$ cat src/rtl/multi_debounce_pkg.sv
// Shared defaults for the multi-channel key debouncer.
// Contents: default counter widths and thresholds, used by the top level
// and by the per-channel debouncer when no override is given.
package debounce_pkg;

  localparam int unsigned       DEF_CNT_W    = 24;
  localparam logic [23:0]       DEF_CNT_MAX  = 24'd10_000_000;
  localparam int unsigned       DEF_LONG_W   = 16;
  localparam logic [15:0]       DEF_LONG_MAX = 16'd50_000;

endpackage

$ cat src/rtl/multi_debounce_if.sv
// Key bus for multi_debounce.
// Signals (N_CH bits each):
//   key_i  - raw asynchronous key levels
//   key_o  - debounced registered levels
//   rise_o - one-cycle pulse on key_o 0->1
//   fall_o - one-cycle pulse on key_o 1->0
//   long_o - one-cycle pulse once a key has been held LONG_MAX clocks
// master: the side that supplies keys and consumes events.
// slave : the debouncer.
interface multi_debounce_if #(
  parameter int unsigned N_CH = 4
);

  logic [N_CH-1:0] key_i;
  logic [N_CH-1:0] key_o;
  logic [N_CH-1:0] rise_o;
  logic [N_CH-1:0] fall_o;
  logic [N_CH-1:0] long_o;

  modport master (
    output key_i,
    input  key_o,
    input  rise_o,
    input  fall_o,
    input  long_o
  );

  modport slave (
    input  key_i,
    output key_o,
    output rise_o,
    output fall_o,
    output long_o
  );

endinterface

$ cat src/rtl/multi_debounce_ch.sv
// Single-channel key debouncer: two-flop synchroniser, stability counter,
// registered edge pulses and long-press detection.
// Ports:
//   clk, rst - clock, synchronous active-high reset
//   key_i    - raw asynchronous key level
//   key_o    - debounced level
//   rise_o   - one-cycle pulse in the first cycle key_o shows 1
//   fall_o   - one-cycle pulse in the first cycle key_o shows 0
//   long_o   - one-cycle pulse when key_o has been 1 for LONG_MAX clocks
module debounce_ch
  import debounce_pkg::*;
#(
  parameter int unsigned       CNT_W    = DEF_CNT_W,
  parameter logic [CNT_W-1:0]  CNT_MAX  = CNT_W'(DEF_CNT_MAX),
  parameter int unsigned       LONG_W   = DEF_LONG_W,
  parameter logic [LONG_W-1:0] LONG_MAX = LONG_W'(DEF_LONG_MAX)
) (
  input  logic clk,
  input  logic rst,
  input  logic key_i,
  output logic key_o,
  output logic rise_o,
  output logic fall_o,
  output logic long_o
);

  logic              s1;
  logic              s2;
  logic              cand;
  logic [CNT_W-1:0]  cnt;
  logic [LONG_W-1:0] hcnt;
  logic              key_nxt;
  logic              long_hit;

  // Next debounced level is computed combinationally so that the edge
  // pulses and the long-press counter line up with the cycle in which
  // key_o itself changes.
  always_comb begin
    key_nxt = key_o;
    if ((s2 == cand) && (cnt == CNT_MAX)) begin
      key_nxt = cand;
    end
  end

  // hcnt only advances on clocks where key_o was already 1, so the pulse
  // lands LONG_MAX clocks after rise_o; a release in the same edge wins.
  always_comb begin
    long_hit = key_o && key_nxt && (hcnt == (LONG_MAX - LONG_W'(1)));
  end

  always_ff @(posedge clk) begin
    if (rst) begin
      s1     <= 1'b0;
      s2     <= 1'b0;
      cand   <= 1'b0;
      cnt    <= '0;
      key_o  <= 1'b0;
      rise_o <= 1'b0;
      fall_o <= 1'b0;
      hcnt   <= '0;
      long_o <= 1'b0;
    end else begin
      s1 <= key_i;
      s2 <= s1;

      if (s2 != cand) begin
        cand <= s2;
        cnt  <= '0;
      end else if (cnt != CNT_MAX) begin
        cnt <= cnt + CNT_W'(1);
      end

      key_o  <= key_nxt;
      rise_o <= key_nxt & ~key_o;
      fall_o <= ~key_nxt & key_o;

      if (!key_nxt) begin
        hcnt <= '0;
      end else if (key_o && (hcnt != LONG_MAX)) begin
        hcnt <= hcnt + LONG_W'(1);
      end

      long_o <= long_hit;
    end
  end

endmodule

$ cat src/rtl/multi_debounce.sv
// Multi-channel key debouncer: N_CH independent debounce_ch instances.
// Ports:
//   clk, rst - clock, synchronous active-high reset
//   bus      - multi_debounce_if.slave (key_i in; key_o, rise_o, fall_o,
//              long_o out, one bit per channel)
module multi_debounce
  import debounce_pkg::*;
#(
  parameter int unsigned       N_CH     = 4,
  parameter int unsigned       CNT_W    = DEF_CNT_W,
  parameter logic [CNT_W-1:0]  CNT_MAX  = CNT_W'(DEF_CNT_MAX),
  parameter int unsigned       LONG_W   = DEF_LONG_W,
  parameter logic [LONG_W-1:0] LONG_MAX = LONG_W'(DEF_LONG_MAX)
) (
  input  logic            clk,
  input  logic            rst,
  multi_debounce_if.slave bus
);

  logic [N_CH-1:0] key_w;
  logic [N_CH-1:0] rise_w;
  logic [N_CH-1:0] fall_w;
  logic [N_CH-1:0] long_w;

  for (genvar g = 0; g < N_CH; g++) begin : g_ch
    debounce_ch #(
      .CNT_W    (CNT_W),
      .CNT_MAX  (CNT_MAX),
      .LONG_W   (LONG_W),
      .LONG_MAX (LONG_MAX)
    ) u_ch (
      .clk    (clk),
      .rst    (rst),
      .key_i  (bus.key_i[g]),
      .key_o  (key_w[g]),
      .rise_o (rise_w[g]),
      .fall_o (fall_w[g]),
      .long_o (long_w[g])
    );
  end

  assign bus.key_o  = key_w;
  assign bus.rise_o = rise_w;
  assign bus.fall_o = fall_w;
  assign bus.long_o = long_w;

endmodule

$ cat src/flat_wrapper.sv
// flat-port wrapper written by rule: the top's interface ports become plain ports
module multi_debounce_flat import debounce_pkg::*;
#(
  parameter int unsigned       N_CH     = 4,
  parameter int unsigned       CNT_W    = DEF_CNT_W,
  parameter logic [CNT_W-1:0]  CNT_MAX  = CNT_W'(DEF_CNT_MAX),
  parameter int unsigned       LONG_W   = DEF_LONG_W,
  parameter logic [LONG_W-1:0] LONG_MAX = LONG_W'(DEF_LONG_MAX)
)
  (clk, rst, bus_key_i, bus_key_o, bus_rise_o, bus_fall_o, bus_long_o);
  multi_debounce_if #(.N_CH(N_CH)) bus_i ();
  input  logic clk;
  input  logic rst;
  input wire logic [$bits(bus_i.key_i)-1:0] bus_key_i;
  output wire logic [$bits(bus_i.key_o)-1:0] bus_key_o;
  output wire logic [$bits(bus_i.rise_o)-1:0] bus_rise_o;
  output wire logic [$bits(bus_i.fall_o)-1:0] bus_fall_o;
  output wire logic [$bits(bus_i.long_o)-1:0] bus_long_o;
  assign bus_i.key_i = bus_key_i;
  assign bus_key_o = bus_i.key_o;
  assign bus_rise_o = bus_i.rise_o;
  assign bus_fall_o = bus_i.fall_o;
  assign bus_long_o = bus_i.long_o;
  multi_debounce #(.N_CH(N_CH), .CNT_W(CNT_W), .CNT_MAX(CNT_MAX), .LONG_W(LONG_W), .LONG_MAX(LONG_MAX)) u_core (.clk(clk), .rst(rst), .bus(bus_i));
endmodule
$ cat config.mk
export PLATFORM = sky130hd
export DESIGN_NAME = multi_debounce_flat
export DESIGN_NICKNAME = d
export VERILOG_FILES = /design/src/rtl/multi_debounce_pkg.sv /design/src/rtl/multi_debounce_if.sv /design/src/rtl/multi_debounce_ch.sv /design/src/rtl/multi_debounce.sv /design/src/flat_wrapper.sv
export SDC_FILE = /design/constraint.sdc
export NUM_CORES = 1
export LEC_CHECK = 0
export BUFFER_PORTS_ARGS = -buffer_cell sky130_fd_sc_hd__buf_2
export CAP_MARGIN = 25
export CORE_UTILIZATION = 65
export CTS_CLUSTER_DIAMETER = 50
export DETAILED_ROUTE_END_ITERATION = 8
export PLACE_DENSITY_LB_ADDON = 0.2
export RECOVER_POWER = 50
export REMOVE_ABC_BUFFERS = 1
export SETUP_SLACK_MARGIN = 0.3
export SLEW_MARGIN = 20
export SYNTH_ARGS = -nofsm -noshare
export SYNTH_HDL_FRONTEND = slang
export SYNTH_HIERARCHICAL = 1
export SYNTH_SLANG_ARGS = --single-unit
$ cat constraint.sdc
create_clock -name clk -period 2.8 [get_ports clk]
set_clock_uncertainty 0.05 [all_clocks]
set_input_delay 0.56 -clock clk [delete_from_list [all_inputs] [get_ports clk]]
set_output_delay 0.56 -clock clk [all_outputs]
set_load 0.1 [all_outputs]
### Yosys cells after proc, flatten, opt, wreduce, memory -nomap -nowiden

Cells that the tools add are included.

* word-level logic and storage cells: 112
* register bits: 188

* equality and inequality tests: 24
* multiplexer cells: 4
* reductions and logical operators: 24
* bitwise operators: 16
* add/sub/neg operators: 8

Operators by type and width (count)
* adder 24 x 1 -> 24 bit (second input constant): 4
* equality test 24 bit (second input constant): 4
* inequality test 24 bit (second input constant): 4
* adder 16 x 1 -> 16 bit (second input constant): 4
* equality test 16 bit (second input constant): 4
* inequality test 16 bit (second input constant): 4
* logical AND 1 bit: 16
* OR reduction 2 bit: 8
* AND 1 bit: 8
* inverter 1 bit: 8
* equality test 1 bit: 4
* two-way mux 1 bit: 4
* inequality test 1 bit: 4

### Depth between registers and ports, before layout

* depth after elaboration: 5
* gate-level depth with buffers: 8

### Modules after synthesis

Netlist, hierarchy kept.

Modules (own cells, without submodules)
* debounce_ch: cells an instance 237, times used 4, sequential area each 940.9 sq um, area an instance 2208.4 sq um

### Worst setup path before layout

No wires, ideal clock.

* path kind: reg-to-reg
* from: register u_core.g_ch[0].u_ch.key_o
* to: register u_core.g_ch[0].u_ch.hcnt[12]
* period minus slack after synthesis: 2303 ps
* cell stages (with the launch flop): 6
* required time: 2620 ps
* arrival: 2122 ps
* setup slack: 497 ps
* path through: dfxtp_1 -> nand4_1 -> nor4_1 -> nand3_1 -> xor2_1 -> nor2_1

* word-level cells in the longest chain between the ends: 3
* elaborated cells between the ends (all ways): 4
* classes of those cells: mux: 1; bitwise: 1; reduce/logical: 2

Ends and longest elaborated chain
* from (decl): RTL line multi_debounce_ch.sv:21 `output logic key_o,`
* from (signal assigned): RTL line multi_debounce_ch.sv:73 `key_o <= key_nxt;`
* two-way mux 1 bit: RTL line multi_debounce_ch.sv:40 `if ((s2 == cand) && (cnt == CNT_MAX)) begin`
* inverter 1 bit
* OR reduction 2 bit (no source line)
* to (signal assigned): RTL line multi_debounce_ch.sv:80 `hcnt <= hcnt + LONG_W'(1);`
* to (decl): RTL line multi_debounce_ch.sv:31 `logic [LONG_W-1:0] hcnt;`

Parallel ways exist; a longest one is shown, timed or not.
A chain may end at the register's enable or synchronous reset.

### Worst setup path in the final report

* from: input rst
* to: register u_core.g_ch[0].u_ch.hcnt[8]

* word-level cells in the longest chain between the ends: 1

Ends and longest elaborated chain
* from (decl): RTL line flat_wrapper.sv:13 `input logic rst;`
* OR reduction 2 bit (no source line)

Every way passes these cells.

==> metrics.md <==
| Metric | Value |
|---|---|
| Synth top cells by count | `188 x dfxtp_1, 132 x nor2_1, 112 x xor2_1` |
| RePlAce Congestion | `0.783` |
| Row Count | `42` |
| CP Class | `input pin to register` |
| Total power | `5.59 mW` |
| Total Nets Final | `987` |
| Crit end category | `register` |
| Worst hold path type | `input pin to register` |
| Slowest-stage cell, CP | `clkbuf_1` |
| IO buf count | `21` |
| Asr flop ratio synth | `0%` |
| CORE AREA | `13200 sq um` |
| H-tree depth | `4` |
| Post-synth top flop | `dfxtp_1` |
| CP max FO | `29` |
| Crit start category | `input pin` |
| Vias in the first global route | `6153` |
| Average vias per placed instance | `5.49` |
| CP bufs+invs | `3` |
| Metal-1 WL | `7.48 mm` |
| Clock buffer count from CTS | `17` |
| LEAKAGE | `3.48 nW` |
| Postcts setup bufs | `0` |
| Total clock sinks | `188` |
| 1st-iter DRT viols | `412` |
| CP required | `3.06 ns` |
| Number of synthesized flops with an enable pin | `0` |
| Pins over their slew limit | `0` |
| Worst slack at placement | `0.642 ns` |
| Maximum vdd drop | `0.429 mV` |
| Count leader, synth | `dfxtp_1` |
| Register area share after synthesis | `42.6%` |
| DR DRC count | `0` |
| Slew HR | `2.87%` |
| Yosys reg bits | `188` |
| Fill count | `1032` |
| Die W | `119 um` |
| First-pass GRT wire length | `27.4 mm` |
| Initial Utilization | `66.7%` |
| Synthesized area per cell | `9.32 sq um` |
| Met3 wire length | `413 um` |
| Total GRT Usage | `23.6%` |
| Synthesis Warnings | `6` |
| Largest net degree at the start of global routing | `30` |
| Inst Count DP | `1122` |
| CP top delay family | `buffers and inverters` |
| Share of layout cells above drive strength 1 | `14.4%` |
| Die height | `119 um` |
| Setup_tns | `0 ns` |
| Growth of design area from synthesis to finish | `8.61%` |
| Setup violators final | `0` |
| Status | `finished clean` |
| Tightest Pin Transition | `1.46 ns` |
| DR top layer | `met4` |
| Ranking of synthesized cells by area | `dfxtp_1 43%, xor2_1 11%, nor2_1 5.6%, xnor2_1 3.6%, nand3_1 2.9%` |
| Share of the synthesized area in the top cell type | `42.6%` |
| Clock root cell | `clkbuf_16` |
| R2r worst-path depth | `5` |
| WHS Path Cells | `2` |
| Later-pin clock latency in the skew report | `0.42 ns` |
| Yosys top cell by area | `dfxtp_1` |
| Vias | `6338` |
| Grt ovf | `0` |
| Cell area after synthesis | `8830 sq um` |
| Max cap viols | `0` |
| PostCTS Resize Cnt | `0` |
| Worst-path clk slew | `0.07 ns` |
| Initial antenna violation count | `0` |
| Antenna viol nets, final | `0` |
| Final period utilization | `82.6%` |
| Final min period | `2.31 ns` |
| Crit-path max cell delay | `1.03 ns` |
| Crit path depth | `6` |
| Routed len/inst | `13.4 um` |
| Pwr dens | `583 nW/um^2` |
| Crit-path cells | `clkbuf_1 -> inv_1 -> o311a_4 -> a211oi_4 -> buf_4 -> nor2_1` |
| ANT cells | `0` |
| Post-CTS Hold Buffers | `0` |
| Clock tree buffer depth | `2` |
| RSZ-0062 raised after global routing | `no` |
| Hpwl dp | `10.2 mm` |
| Ports | `22` |
| Mapped Cells | `948` |
| Total Routed Length | `15.5 mm` |
| Hold Vio Cnt, Final | `0` |
| Drt pass-1 iters | `4` |
| Final worst setup slack | `0.487 ns` |
| Unique masters post-synth | `41` |
| Fmax achieved | `0.432 GHz` |
| Die ar. | `14100 sq um` |
| Finished Layout Cells | `1154` |
| CTS tree | `built` |
| Critical Path AT | `2.57 ns` |
| DR WL met2 | `7.43 mm` |
sequential cells by signal, indices dropped and copies added (netlist names):
| name | count |
|---|---|
| u_core/g_ch.u_ch/long_o | 4 |
| u_core/g_ch.u_ch/cnt | 96 |
| u_core/g_ch.u_ch/s2 | 4 |
| u_core/g_ch.u_ch/s1 | 4 |
| u_core/g_ch.u_ch/rise_o | 4 |
| u_core/g_ch.u_ch/hcnt | 64 |
| u_core/g_ch.u_ch/key_o | 4 |
| u_core/g_ch.u_ch/fall_o | 4 |
| u_core/g_ch.u_ch/cand | 4 |
layout make-up:
cell class                      count  area, sq um  share of cell area (%)
Timing Repair Buffer               30          149                    1.55
Sequential cell                   188         3760                    39.2
Clock inverter                     11          116                    1.21
Clock buffer                       21          480                    5.01
Multi-Input combinational cell    704         4770                    49.8
Tap cell                          176          220                    2.30
Inverter                           24         90.1                   0.939
report_power, final:
part | switching (mW) | internal [mW] | leakage (nW) | total [mW]
registers | 0.0620 | 2.72 | 1.52 | 2.78
logic | 0.303 | 0.119 | 1.67 | 0.421
clock network | 0.988 | 1.40 | 0.291 | 2.39
total | 1.35 | 4.24 | 3.48 | 5.59
cell usage in the layout, fill, tap and decap left out, types with 5 or more instances in the layout:
cell,count
nor3b_1,8
nor4b_1,8
inv_1,20
buf_2,13
xnor2_1,36
nand4_2,8
o21ai_0,12
nor2b_1,12
a21oi_1,12
and4_1,16
nand2_1,68
nand3_1,52
ha_1,16
nor2_1,132
clkbuf_1,9
nor4_1,8
nand4_1,40
clkinv_2,5
and3_1,32
nor2_2,40
xor2_1,112
dfxtp_1,188
nor3_1,24
clkbuf_16,17
path summary, 6_finish.rpt:
kind | start | to | slack [ns]
worst max-delay path | rst | u_core/g_ch[0].u_ch/hcnt[8]$_SDFFE_PP0P_ | 0.49
worst min register to register | u_core/g_ch[2].u_ch/s1$_SDFF_PP0_ | u_core/g_ch[2].u_ch/s2$_SDFF_PP0_ | 0.39
worst max register to register | u_core/g_ch[1].u_ch/key_o$_SDFF_PP0_ | u_core/g_ch[1].u_ch/hcnt[12]$_SDFFE_PP0P_ | 0.74
worst min-delay path | bus_key_i[1] | u_core/g_ch[1].u_ch/s1$_SDFF_PP0_ | 0.30
logic make-up (layout without fill, tap and decap cells):
group                      count (synthesis)  in the layout  share of synthesized area (%)
AOI/OAI and AO/OA                         36             36                           3.68
xor gates and xnor gates                 148            148                           14.7
adders and majority gates                 16             16                           2.27
buffers and inverters                     56             86                           3.34
DFF                                      188            188                           42.6
muxes                                      4              4                          0.453
and+or+nand+nor                          500            500                           33.0
stage by stage:
step	area, sq um	hold slack, ns	util, %
3_5_place_dp	9020	0.374	68.1
6_report	9590	0.296	72.4
5_1_grt	9590	0.303	72.4
2_1_floorplan	8630	0.364	-
4_1_cts	9620	0.276	72.6
3_3_place_gp	9020	0.371	68.1
layer usage:
metal	GRT usage, %	vias up
li1	-	3271
met1	29.9	2997
met3	5.31	14
met4	7.12	0
met2	39.9	56
met5	0	-
No activity file was read; power rests on OpenSTA's default activity.
